--- config.mk ---
export PLATFORM = sky130hd
export DESIGN_NAME = climate_controller
export DESIGN_NICKNAME = d
export VERILOG_FILES = /design/src/rtl/climate_controller.sv
export SDC_FILE = /design/constraint.sdc
export NUM_CORES = 1
export LEC_CHECK = 0
export CORE_ASPECT_RATIO = 1.4
export CORE_MARGIN = 2
export CORE_UTILIZATION = 43
export CTS_CLUSTER_SIZE = 8
export DETAILED_ROUTE_END_ITERATION = 16
export PLACE_DENSITY = 0.74
export SLEW_MARGIN = 5
export SYNTH_ARGS = -nofsm -noshare
export SYNTH_HDL_FRONTEND = slang
export SYNTH_SLANG_ARGS = --single-unit
--- constraint.sdc ---
create_clock -name clk -period 1.44 [get_ports clk]
set_input_delay 0.144 -clock clk [delete_from_list [all_inputs] [get_ports clk]]
set_output_delay 0.144 -clock clk [all_outputs]
set_load 0.005 [all_outputs]
--- src/rtl/climate_controller.sv ---
// Hysteretic heat/cool/alarm controller driven by qualified 8-bit temperature samples.
// Outputs are registered and change only on accepted samples.
module climate_controller #(
  parameter logic [7:0] COLD_ON  = 8'd15,
  parameter logic [7:0] COLD_OFF = 8'd20,
  parameter logic [7:0] HOT_ON   = 8'd35,
  parameter logic [7:0] HOT_OFF  = 8'd30,
  parameter logic [7:0] ALARM_TH = 8'd60,
  parameter int         DWELL    = 4
) (
  input  logic       clk,
  input  logic       rst_n,
  input  logic       temp_valid,
  input  logic [7:0] temperature,
  output logic       heater_on,
  output logic       cooler_on,
  output logic [1:0] fan_speed,
  output logic [1:0] state,
  output logic       alarm,
  output logic [7:0] temp_last
);

  typedef enum logic [1:0] {
    ST_NORMAL  = 2'b00,
    ST_HEATING = 2'b01,
    ST_COOLING = 2'b10,
    ST_ALARM   = 2'b11
  } state_t;

  localparam logic [3:0] DWELL_L = 4'(DWELL);

  state_t     state_q, state_d;
  logic [3:0] cnt_q, cnt_d;
  logic       side_hot_q, side_hot_d;
  logic [3:0] cnt_inc;
  logic [3:0] run_len;
  logic [1:0] fan_d;
  logic       is_cold, is_hot;

  logic       heater_q, cooler_q, alarm_q;
  logic [1:0] fan_q;
  logic [7:0] temp_last_q;

  assign is_cold = (temperature < COLD_ON);
  assign is_hot  = (temperature > HOT_ON);
  assign cnt_inc = (cnt_q == 4'd15) ? 4'd15 : cnt_q + 4'd1;

  always_comb begin
    state_d    = state_q;
    cnt_d      = cnt_q;
    side_hot_d = side_hot_q;
    run_len    = 4'd0;

    if (temperature >= ALARM_TH) begin
      state_d = ST_ALARM;
      cnt_d   = 4'd0;
    end else begin
      case (state_q)
        ST_NORMAL: begin
          if (is_cold || is_hot) begin
            // A run continues only while samples stay on the same side.
            run_len    = (cnt_q != 4'd0 && side_hot_q == is_hot) ? cnt_inc : 4'd1;
            side_hot_d = is_hot;
            if (run_len >= DWELL_L) begin
              state_d = is_hot ? ST_COOLING : ST_HEATING;
              cnt_d   = 4'd0;
            end else begin
              cnt_d = run_len;
            end
          end else begin
            cnt_d = 4'd0;
          end
        end
        ST_HEATING: begin
          if (temperature >= COLD_OFF) state_d = ST_NORMAL;
          cnt_d = 4'd0;
        end
        ST_COOLING, ST_ALARM: begin
          if (temperature < HOT_OFF) state_d = ST_NORMAL;
          cnt_d = 4'd0;
        end
        default: begin
          state_d = ST_NORMAL;
          cnt_d   = 4'd0;
        end
      endcase
    end

    case (state_d)
      ST_COOLING: begin
        if (temperature < 8'd45)      fan_d = 2'd1;
        else if (temperature < 8'd55) fan_d = 2'd2;
        else                          fan_d = 2'd3;
      end
      ST_ALARM: fan_d = 2'd3;
      default:  fan_d = 2'd0;
    endcase
  end

  always_ff @(posedge clk or negedge rst_n) begin
    if (!rst_n) begin
      state_q     <= ST_NORMAL;
      cnt_q       <= 4'd0;
      side_hot_q  <= 1'b0;
      heater_q    <= 1'b0;
      cooler_q    <= 1'b0;
      alarm_q     <= 1'b0;
      fan_q       <= 2'd0;
      temp_last_q <= 8'd0;
    end else if (temp_valid) begin
      state_q     <= state_d;
      cnt_q       <= cnt_d;
      side_hot_q  <= side_hot_d;
      heater_q    <= (state_d == ST_HEATING);
      cooler_q    <= (state_d == ST_COOLING) || (state_d == ST_ALARM);
      alarm_q     <= (state_d == ST_ALARM);
      fan_q       <= fan_d;
      temp_last_q <= temperature;
    end
  end

  assign state     = state_q;
  assign heater_on = heater_q;
  assign cooler_on = cooler_q;
  assign alarm     = alarm_q;
  assign fan_speed = fan_q;
  assign temp_last = temp_last_q;

endmodule

==> results.md, run 1 <==
Critical path:
- The critical path contains buffers and inverters numbering 0 combined.
- The critical path crosses 5 cells after its start point.
- The depth of the worst register-to-register path is 5.
- Along the worst path, the maximum fanout reaches 6.
- The slowest cell on the critical path is sky130_fd_sc_hd__dfrtp_1.
- Data on the critical path is required at its endpoint by between 1500 and 2000 ps.
- In this run the critical register-to-register path is launched from cnt_q[0]$_DFFE_PN0P_.
- The family of cells with the greatest summed delay on the critical path is compound AO/OA/AOI/OAI gates.
- By startpoint and endpoint, the worst setup path is classified as reg -> reg.
- The critical path ends at heater_on$_DFFE_PN0P_.
- The signal on the critical path passes through ha_2 > nor2b_4 > o31a_1 > a31oi_4 > a2bb2oi_2.
- The reg-to-reg setup timing slack is -170 ps.
- The worst setup path startpoint is cnt_q[0]$_DFFE_PN0P_.
- The critical path arrival is about 1900 ps.
- The worst setup path is launched from a register.
- The worst flop-to-flop path endpoint is heater_on$_DFFE_PN0P_.
- The largest single stage delay on the critical path is 440 ps.
- The worst setup path is captured at a register.

CTS:
- The clock tree from TritonCTS is done.
- The number of clock buffers added by TritonCTS is 3.
- The number of sinks handled by clock tree synthesis is 20.
- In this run the deepest clock path goes through 2 buffers.
- The hold buffer count at CTS is 0.
- The clock slew seen by the registers of the worst setup and hold paths is ~110 ps.
- The number of H-tree levels is 1.
- The clock latency on the worst-skew pair is approximately 310 ps.
- The cell chosen for the clock root is sky130_fd_sc_hd__clkbuf_4.

Logic synthesis:
- In this run, synthesis inferred 0 flip-flops with an integrated enable.
- Of the total synthesized cell area, the portion taken by XOR and XNOR cells is 0.00822.
- The average size of a mapped cell is 10.8 sq um.
- Of all flip-flops after synthesis, the portion carrying an async set or reset was 1.00.
- The share of the Yosys chip area taken by registers is 0.469.
- The basic-gate share of the synthesized area counting and, or, nand and nor cells is 0.158.
- The most used flip-flop cell after synthesis is sky130_fd_sc_hd__dfrtp_1.
- The largest family of logic cells by synthesized area is compound AO/OA/AOI/OAI gates.
- The net count of the mapped netlist is 112.
- During synthesis, Yosys emitted a total of 0 warnings.
- The netlist area before placement is 1070 sq um.
- The compound-cell area share of the yosys netlist is 0.219.
- The share of synthesized cell area in full adder, half adder and majority cells is 0.0235.
- The synthesized netlist contains 37 unique library cells.
- The flop and latch count out of synthesis is 20.
- Synthesis produced 99 cells.
- The multiplexer share of the synthesized area is 0.0845.

Finish:
- Measured on the finished design, the core utilization comes to 0.705.
- For this run, the post-layout net count is 165.
- The layout overhead on the synthesized area is 56.3%.
- The repair_antennas step left the layout with diodes totalling 0.
- The final-layout fill cell count is 176.
- In the final layout, the share of cells above drive strength 1 is 0.364.

Timing:
- Setup repair after global routing could not meet its margin everywhere.
- The final setup TNS is -1050 ps.
- The worst setup slack after layout is -173 ps.
- Headroom to the max-slew limit came out at 0.765.
- The worst-margin pin slew is around 350 ps.
- Setup violations remaining at the end of the flow were counted as 7.
- The number of pins with negative max-slew slack in the final report is 0.
- The worst-case clock skew is 3.45 ps.
- The number of hold-slack violations in the final timing report is 0.
- The final critical-path share of the clock period is 1.12.
- The maximum clock frequency is 0.620 GHz.
- For the finished layout, the period the worst path requires is ~1600 ps.

Placed design:
- The HPWL after detailed placement is about 2100 um.
- The number of input and output port buffers inserted is 25.
- The final RePlAce weighted congestion is ~0.8.

Routing:
- The remaining design rule violation count is 0.
- The overall routed net length is between 2000 and 3000 um.
- The number of vias per cell is about 5.6.
- After detailed routing, the average wire length per cell comes to around 16 um.
- The detail route stage leaves a number of antenna-violating nets equal to 0.
- The count of TritonRoute iterations in the first routing pass is 4.
- The number of DRC markers in iteration 0 is 17.
- The total number of vias is around 980.

Global routing:
- For this run, the total global-route usage over all layers was measured as 0.211.
- The initial antenna violation count is 0.
- The number of global-route vias before repair is 1006.
- Entering global routing, the biggest net connects 21 pins.
- For this run, global-route usage on met2 was measured as 0.377.
- For met1 alone, demand over resource in global routing was 0.253.
- The met3 usage in global routing is 0.0260.
- Global routing finished with a remaining overflow of 0.
- The most used routing layer in global routing is met2.
- The wire length of the first global-routing pass is ~4500 um.

Pwr:
- Summed over all cells, the static leakage comes to about 0.00073 uW.
- Dividing total power by cell area gives a power density of 760 nW/um^2.
- The maximum resistive drop on vdd is between 0.7 and 0.8 mV.

Die:
- The y dimension of the die is around 63 um.
- The top-level I/O count is 26.
- After floorplanning, the core was sized to cover ~2400 sq um.
- The floorplan step set the die width to ~46 um.
- The number of rows in the core area is 21.
- The die covers a little under 3000 sq um.
- The effective utilization at floorplan is 0.451.

Outcome:
- The final reports fail on negative setup slack.
- The run finished, with violations left.

Job:
- The max-cap violation count is 0.

Hold path:
- The worst hold path belongs to the class in -> async.
## state kept, by name, indices dropped and copies added, names as in the netlist
register / cells
temp_last: 8
state: 2
cooler_on: 1
cnt_q: 4
side_hot_q: 1
heater_on: 1
fan_speed: 2
alarm: 1
## cell type report
| class | count | area (sq um) | share of cell area |
|---|---|---|---|
| inverters | 6 | 22.5 | 0.0135 |
| clock buffers | 4 | 36.3 | 0.0218 |
| flip-flops and latches | 20 | 500 | 0.300 |
| multi-input cells | 70 | 606 | 0.363 |
| repair buffers | 51 | 473 | 0.284 |
| well taps | 23 | 28.8 | 0.0173 |
## worst register-to-register path, cell delays in order (launching register included)
cell and delay (ps):
sky130_fd_sc_hd__dfrtp_1 440, sky130_fd_sc_hd__ha_2 210, sky130_fd_sc_hd__nor2b_4 120, sky130_fd_sc_hd__o31a_1 310
sky130_fd_sc_hd__a31oi_4 310, sky130_fd_sc_hd__a2bb2oi_2 150
## metal layers
| metal | share of wire | wire length (um) |
|---|---|---|
| met1 | 0.39 | 1110 |
| met2 | 0.56 | 1570 |
| met3 | 0.030 | 86 |
| met4 | 0.019 | 54 |
| met5 | 0 | 0 |
## stage by stage
stage	power, uW	hold slack, ps	area (sq um)	cells	setup slack, ps
floorplan	749	-152	1080	99	-49.5
finish	1270	170	1670	174	-173
global placement	926	491	1520	168	-426
detailed placement	935	495	1520	168	-414
global route	1320	194	1670	174	-211
CTS	1260	179	1590	174	-166
## worst min-delay path by stage
stage	cells past startpoint	from	slack [ps]	end
after floorplan	0	rst_n	-150	alarm$_DFFE_PN0P_
after global placement	1	temp_last[6]$_DFFE_PN0P_	490	temp_last[6]$_DFFE_PN0P_
after detailed placement	2	cooler_on$_DFFE_PN0P_	490	cooler_on$_DFFE_PN0P_
after CTS	2	rst_n	180	cnt_q[2]$_DFFE_PN0P_
after global routing	2	rst_n	190	cnt_q[2]$_DFFE_PN0P_
final	2	rst_n	170	cnt_q[1]$_DFFE_PN0P_
## where the power goes
| part | leakage, uW | switching, uW | internal [uW] | total (uW) |
|---|---|---|---|---|
| clock | 0.0000210 | 175 | 155 | 329 |
| combinational | 0.000476 | 135 | 175 | 309 |
| sequential | 0.000235 | 24.1 | 603 | 627 |
## cells by family after synthesis
logic type / Yosys count
simple gates: 31
compound gates: 28
flops: 20
buf+inv: 9
mux: 8
fa+ha+maj: 2
xor+xnor: 1
## timing repair
action                     CTS  global route
cloned                       0             0
pin swaps                    9            13
resized for setup            5            18
buffers inserted             2             2
setup endpoints to repair    8             9
## synthesized netlist by cell type (2+ instances only)
cell type / count / area share
sky130_fd_sc_hd__a21oi_1: 6 / 0.028
sky130_fd_sc_hd__ha_1: 2 / 0.023
sky130_fd_sc_hd__mux2_2: 8 / 0.085
sky130_fd_sc_hd__inv_1: 6 / 0.021
sky130_fd_sc_hd__nand2b_1: 2 / 0.012
sky130_fd_sc_hd__nor2b_1: 3 / 0.018
sky130_fd_sc_hd__o22ai_1: 3 / 0.018
sky130_fd_sc_hd__o21ai_0: 2 / 0.0094
sky130_fd_sc_hd__a2bb2oi_1: 2 / 0.016
sky130_fd_sc_hd__nand2_1: 5 / 0.018
sky130_fd_sc_hd__a311oi_1: 2 / 0.016
sky130_fd_sc_hd__o2111ai_1: 2 / 0.016
sky130_fd_sc_hd__and4_1: 2 / 0.016
sky130_fd_sc_hd__nor2_1: 12 / 0.042
sky130_fd_sc_hd__dfrtp_1: 20 / 0.47
## layout by cell type (no fill, tap or decap), drive strengths merged, types with 2 or more instances in the layout
| cell | count |
|---|---|
| buf | 26 |
| dfrtp | 20 |
| clkdlybuf4s50 | 17 |
| nor2 | 13 |
| mux2 | 8 |
| dlymetal6s2s | 7 |
| inv | 6 |
| a21oi | 6 |
| nand2 | 5 |
| clkbuf | 4 |
| o22ai | 3 |
| o2111ai | 3 |
| nor2b | 3 |
| and4 | 2 |
| o21ai | 2 |
| nand2b | 2 |
| nor3 | 2 |
| a2bb2oi | 2 |
| a31oi | 2 |
| a311oi | 2 |
| ha | 2 |
(Power assumes the default switching activity.)
==> run 2, diff against run 1 <==
--- a/config.mk
+++ b/config.mk
@@ -11,7 +11,6 @@
 export CTS_CLUSTER_SIZE = 8
 export DETAILED_ROUTE_END_ITERATION = 16
 export PLACE_DENSITY = 0.74
-export SLEW_MARGIN = 5
 export SYNTH_ARGS = -nofsm -noshare
 export SYNTH_HDL_FRONTEND = slang
 export SYNTH_SLANG_ARGS = --single-unit
==> results of run 2 <==
No change in the layout: final DEF, timing and power equal those of run 1.
